### src/rtl/pipelined_adder_pkg.sv
// Shared helpers for the sliced pipelined adder.
package pipelined_adder_pkg;

  // Number of pipeline stages for a given operand width and slice width.
  function automatic int unsigned stage_count(input int unsigned width, input int unsigned slice);
    return (slice == 0) ? 1 : width / slice;
  endfunction

endpackage

### src/rtl/adder_slice.sv
// Combinational SLICE-bit ripple adder; also exposes the carry into its MSB.
module adder_slice #(
  parameter int unsigned SLICE = 8
) (
  input  logic [SLICE-1:0] a,
  input  logic [SLICE-1:0] b,
  input  logic             cin,
  output logic [SLICE-1:0] sum,
  output logic             cout,
  output logic             c_msb_in
);

  logic [SLICE:0] carry;

  always_comb begin
    carry    = '0;
    sum      = '0;
    carry[0] = cin;
    for (int i = 0; i < SLICE; i++) begin
      sum[i]     = a[i] ^ b[i] ^ carry[i];
      carry[i+1] = (a[i] & b[i]) | (carry[i] & (a[i] ^ b[i]));
    end
  end

  assign cout     = carry[SLICE];
  assign c_msb_in = carry[SLICE-1];

endmodule

### src/rtl/pipelined_adder.sv
// Pipelined adder/subtractor: one SLICE-bit slice resolved per stage, carry registered between
// stages, whole pipeline stalls together when the output is held.
module pipelined_adder
  import pipelined_adder_pkg::*;
#(
  parameter int unsigned WIDTH = 32,
  parameter int unsigned SLICE = 8
) (
  input  logic             clk,
  input  logic             rst,
  input  logic             in_valid,
  output logic             in_ready,
  input  logic [WIDTH-1:0] operand1,
  input  logic [WIDTH-1:0] operand2,
  input  logic             cin,
  input  logic             sub,
  output logic             out_valid,
  input  logic             out_ready,
  output logic [WIDTH-1:0] Result,
  output logic             Cout,
  output logic             Overflow
);

  localparam int unsigned STAGES = stage_count(WIDTH, SLICE);

  if (SLICE == 0 || (WIDTH % SLICE) != 0) begin : g_bad_param
    $error("pipelined_adder: WIDTH must be a non-zero multiple of SLICE");
  end

  logic             advance;
  logic [WIDTH-1:0] b_in;
  logic             c_in;

  assign advance  = !out_valid || out_ready;
  assign in_ready = rst || advance;
  // Subtraction is A + ~B + ~borrow, so the carry out reads as "no borrow".
  assign b_in     = sub ? ~operand2 : operand2;
  assign c_in     = sub ? ~cin : cin;

  for (genvar k = 0; k < STAGES; k++) begin : g_stage
    localparam int unsigned Done = (k + 1) * SLICE;
    localparam int unsigned Todo = WIDTH - k * SLICE;

    logic [Todo-1:0]  a_src, b_src;
    logic             c_src, v_src;
    logic [SLICE-1:0] s;
    logic             co, c_msb;
    logic [Done-1:0]  res_d, res_q;
    logic             valid_q, carry_q;

    if (k == 0) begin : g_first
      assign a_src = operand1;
      assign b_src = b_in;
      assign c_src = c_in;
      assign v_src = in_valid;
      assign res_d = s;
    end else begin : g_next
      assign a_src = g_stage[k-1].g_fwd.a_q;
      assign b_src = g_stage[k-1].g_fwd.b_q;
      assign c_src = g_stage[k-1].carry_q;
      assign v_src = g_stage[k-1].valid_q;
      assign res_d = {s, g_stage[k-1].res_q};
    end

    adder_slice #(
      .SLICE(SLICE)
    ) u_slice (
      .a       (a_src[SLICE-1:0]),
      .b       (b_src[SLICE-1:0]),
      .cin     (c_src),
      .sum     (s),
      .cout    (co),
      .c_msb_in(c_msb)
    );

    always_ff @(posedge clk) begin
      if (rst) begin
        valid_q <= 1'b0;
        carry_q <= 1'b0;
        res_q   <= '0;
      end else if (advance) begin
        valid_q <= v_src;
        carry_q <= co;
        res_q   <= res_d;
      end
    end

    // Only the operand bits not yet added travel on to later stages.
    if (k < STAGES - 1) begin : g_fwd
      logic [Todo-SLICE-1:0] a_q, b_q;
      always_ff @(posedge clk) begin
        if (advance) begin
          a_q <= a_src[Todo-1:SLICE];
          b_q <= b_src[Todo-1:SLICE];
        end
      end
    end

    if (k == STAGES - 1) begin : g_last
      logic ovf_q;
      always_ff @(posedge clk) begin
        if (rst) begin
          ovf_q <= 1'b0;
        end else if (advance) begin
          ovf_q <= c_msb ^ co;
        end
      end
    end else begin : g_mid
      logic unused_msb;
      assign unused_msb = c_msb;
    end
  end

  assign out_valid = g_stage[STAGES-1].valid_q;
  assign Result    = g_stage[STAGES-1].res_q;
  assign Cout      = g_stage[STAGES-1].carry_q;
  assign Overflow  = g_stage[STAGES-1].g_last.ovf_q;

endmodule

### config.mk
export PLATFORM = sky130hd
export DESIGN_NAME = pipelined_adder
export DESIGN_NICKNAME = d
export VERILOG_FILES = /design/src/rtl/pipelined_adder_pkg.sv /design/src/rtl/adder_slice.sv /design/src/rtl/pipelined_adder.sv
export SDC_FILE = /design/constraint.sdc
export NUM_CORES = 1
export LEC_CHECK = 0
export BUFFER_PORTS_ARGS = -buffer_cell sky130_fd_sc_hd__buf_2
export CAP_MARGIN = 20
export CORE_MARGIN = 10
export CORE_UTILIZATION = 45
export DETAILED_ROUTE_END_ITERATION = 12
export PLACE_DENSITY_LB_ADDON = 0.12
export SYNTH_ARGS = -nofsm -noshare
export SYNTH_HDL_FRONTEND = slang
export SYNTH_SLANG_ARGS = --single-unit
### constraint.sdc
create_clock -name clk -period 6.6 [get_ports clk]
set_input_delay 1.32 -clock clk [delete_from_list [all_inputs] [get_ports clk]]
set_output_delay 1.32 -clock clk [all_outputs]
set_load 0.01 [all_outputs]
==> run metrics <==
antenna-violating nets left 0; commonest non-fill, non-tap cell in the layout nand2_1; CP Data Arrival Time 4.95 ns; FF+latch count, synth 185; Slew headroom 0.317; initial antenna violation count 0; vias per cell 4.59; hpwl dp 8120 um; top cells by area, synth edfxtp_1, dfxtp_1, fa_1; Die Wd 145 um; Tightest Pin Transition 1.03 ns; # resized after CTS 0; Worst Reg2Reg Path Length in Cells 12; routed vias 4071; FP Rows 45; antenna fix cells 0; post-synthesis sequential area ratio 0.659; maximum clock rate 0.213 GHz; status completed; I/O Buffers 105; Fin. Hold Viols 0; Clock Pin Slew Worst Setup and Hold Paths 0.06 ns; Syn Area/Cell 12.5 um2; CTS Sinks 185; Clock Latency Late Sink 0.42 ns; period utilization 0.710; Setup TNS 0 ns; grt total ovfl 0; first-pass GRT wire length 20800 um; area grow syn2layout 16.9%; post-synth top area share 0.407; Starting Density 0.462; Worst Path Max Fanout 6; Leakage 3.39 nW; Tmin final 4.68 ns; worst hold path stage count 0; crit path kind input pin to register; GP Congestion 0.742; share of layout cells above drive strength 1 0.218; Worst setup EP type register; setup violators final 0; multi-input logic area 0.00209 mm2; CTS tree yes; cts hold-fix bufs 0; Die Area 0.0211 mm2; Reg area 0.00466 mm2; Max VDD drop 0.000188 V; H-Tree Level Count 4; Yosys top cell by area edfxtp_1; Wirelength per Cell 14.1 um; DR pass1 iterations 5; RSZ-0062 raised after global routing false; Total Wirelength 12500 um; CP required 6.86 ns; Filler cells 1387; largest net degree at the start of global routing 109; type of origin of the critical path input pin; Synth cell types 18; Ys Warns 0; Max Cap Violations 0; Pins Over Slew Limit 0; Setup Skew 0.00794 ns; CTS Buffer Depth 2; DR iter-0 viols 226; Residual DRC 0; all-layer global routing usage 0.121; clk root buf clkbuf_16; Tightest Hold Check Type register to register; Core ar. 0.0153 mm2; syn_nets 670; WHS 0.419 ns; cts bufs inserted 17; vias in the first global route 4204; IO Pins 106; Layout Cells excl Fill 886; most frequent cells in the layout nand2_1, buf_2, edfxtp_1; Post-Syn Area 0.00707 mm2; Synth Instances 568; Cell Count Post-Placement 854; pwr dens 319 mW/mm2; setup bufs post-CTS 0; Nets 764; Die H 145 um
-- layer usage --
| layer | track usage | part of all wire | vias to the layer above |
|---|---|---|---|
| met4 | 0.0440 | 0.012 | 0 |
| met5 | 0 | 0 | - |
| li1 | - | - | 2057 |
| met1 | 0.166 | 0.48 | 1907 |
| met3 | 0.0397 | 0.061 | 11 |
| met2 | 0.177 | 0.45 | 96 |
-- sequential cells by signal, indices dropped and copies added, names as in the netlist --
name and cells:
g_stage.carry_q 3, g_stage.g_fwd.a_q 48, Overflow 1, out_valid 1, Cout 1, g_stage.valid_q 3, Result 32, g_stage.g_fwd.b_q 48
g_stage.res_q 48
-- critical path, cell delays in order --
cell and delay (ns):
buf_2 0.22, xnor2_1 0.13, fa_1 0.40, inv_1 0.09, fa_1 0.17, inv_1 0.05, fa_1 0.40, fa_1 0.40
fa_1 0.39, fa_1 0.38, fa_1 0.36, inv_1 0.07, fa_1 0.41, nand2_1 0.07, a21oi_1 0.07
-- power by group --
part / internal [mW] / leakage [nW] / switching (mW)
Clock: 0.561 / 0.264 / 0.423
Combinational: 0.120 / 1.37 / 0.141
Sequential: 1.34 / 1.75 / 0.0549
-- cell type report --
class	count	area share
well taps	211	0.0319
clock inverters	13	0.0176
clock buffers	19	0.0524
inverters	31	0.0147
multi-input cells	319	0.253
flip-flops and latches	185	0.564
repair buffers	108	0.0666
-- final timing paths --
path	from	to	slack, ns
setup / recovery	sub	g_stage[0].res_q[7]	1.92
hold reg to reg	g_stage[1].g_fwd.b_q[8]	g_stage[2].g_fwd.b_q[0]	0.42
hold / removal	g_stage[1].g_fwd.b_q[8]	g_stage[2].g_fwd.b_q[0]	0.42
setup reg to reg	g_stage[2].g_fwd.a_q[0]	Result[31]	2.74
-- through the flow --
step	total power [mW]	area (um2)	setup WS, ns	utilization
after floorplan	1.58	7070	1.56	-
after global placement	1.67	7690	1.46	0.502
after detailed placement	1.68	7690	1.46	0.502
after CTS	2.67	8270	1.90	0.540
after global routing	2.77	8270	1.72	0.540
final	2.64	8270	1.92	0.540
-- cells by family (layout without fill, tap and decap cells) --
kind of cell,count (synthesis),count (layout),synth area share
flops,185,185,0.659
fa+ha+maj,32,32,0.0906
simple gates,165,165,0.0893
compound gates,88,88,0.0732
buf+inv,64,171,0.0455
xor+xnor,34,34,0.0421
-- synth_stat cells, drive strengths merged --
library cell,number
a211oi,15
inv,31
clkbuf,8
xnor2,8
nor2,17
edfxtp,96
a21oi,73
nor2b,1
xor2,26
nand2,146
fa,32
buf,25
nand2b,1
dfxtp,89
No activity file was read; power rests on OpenSTA's default activity.
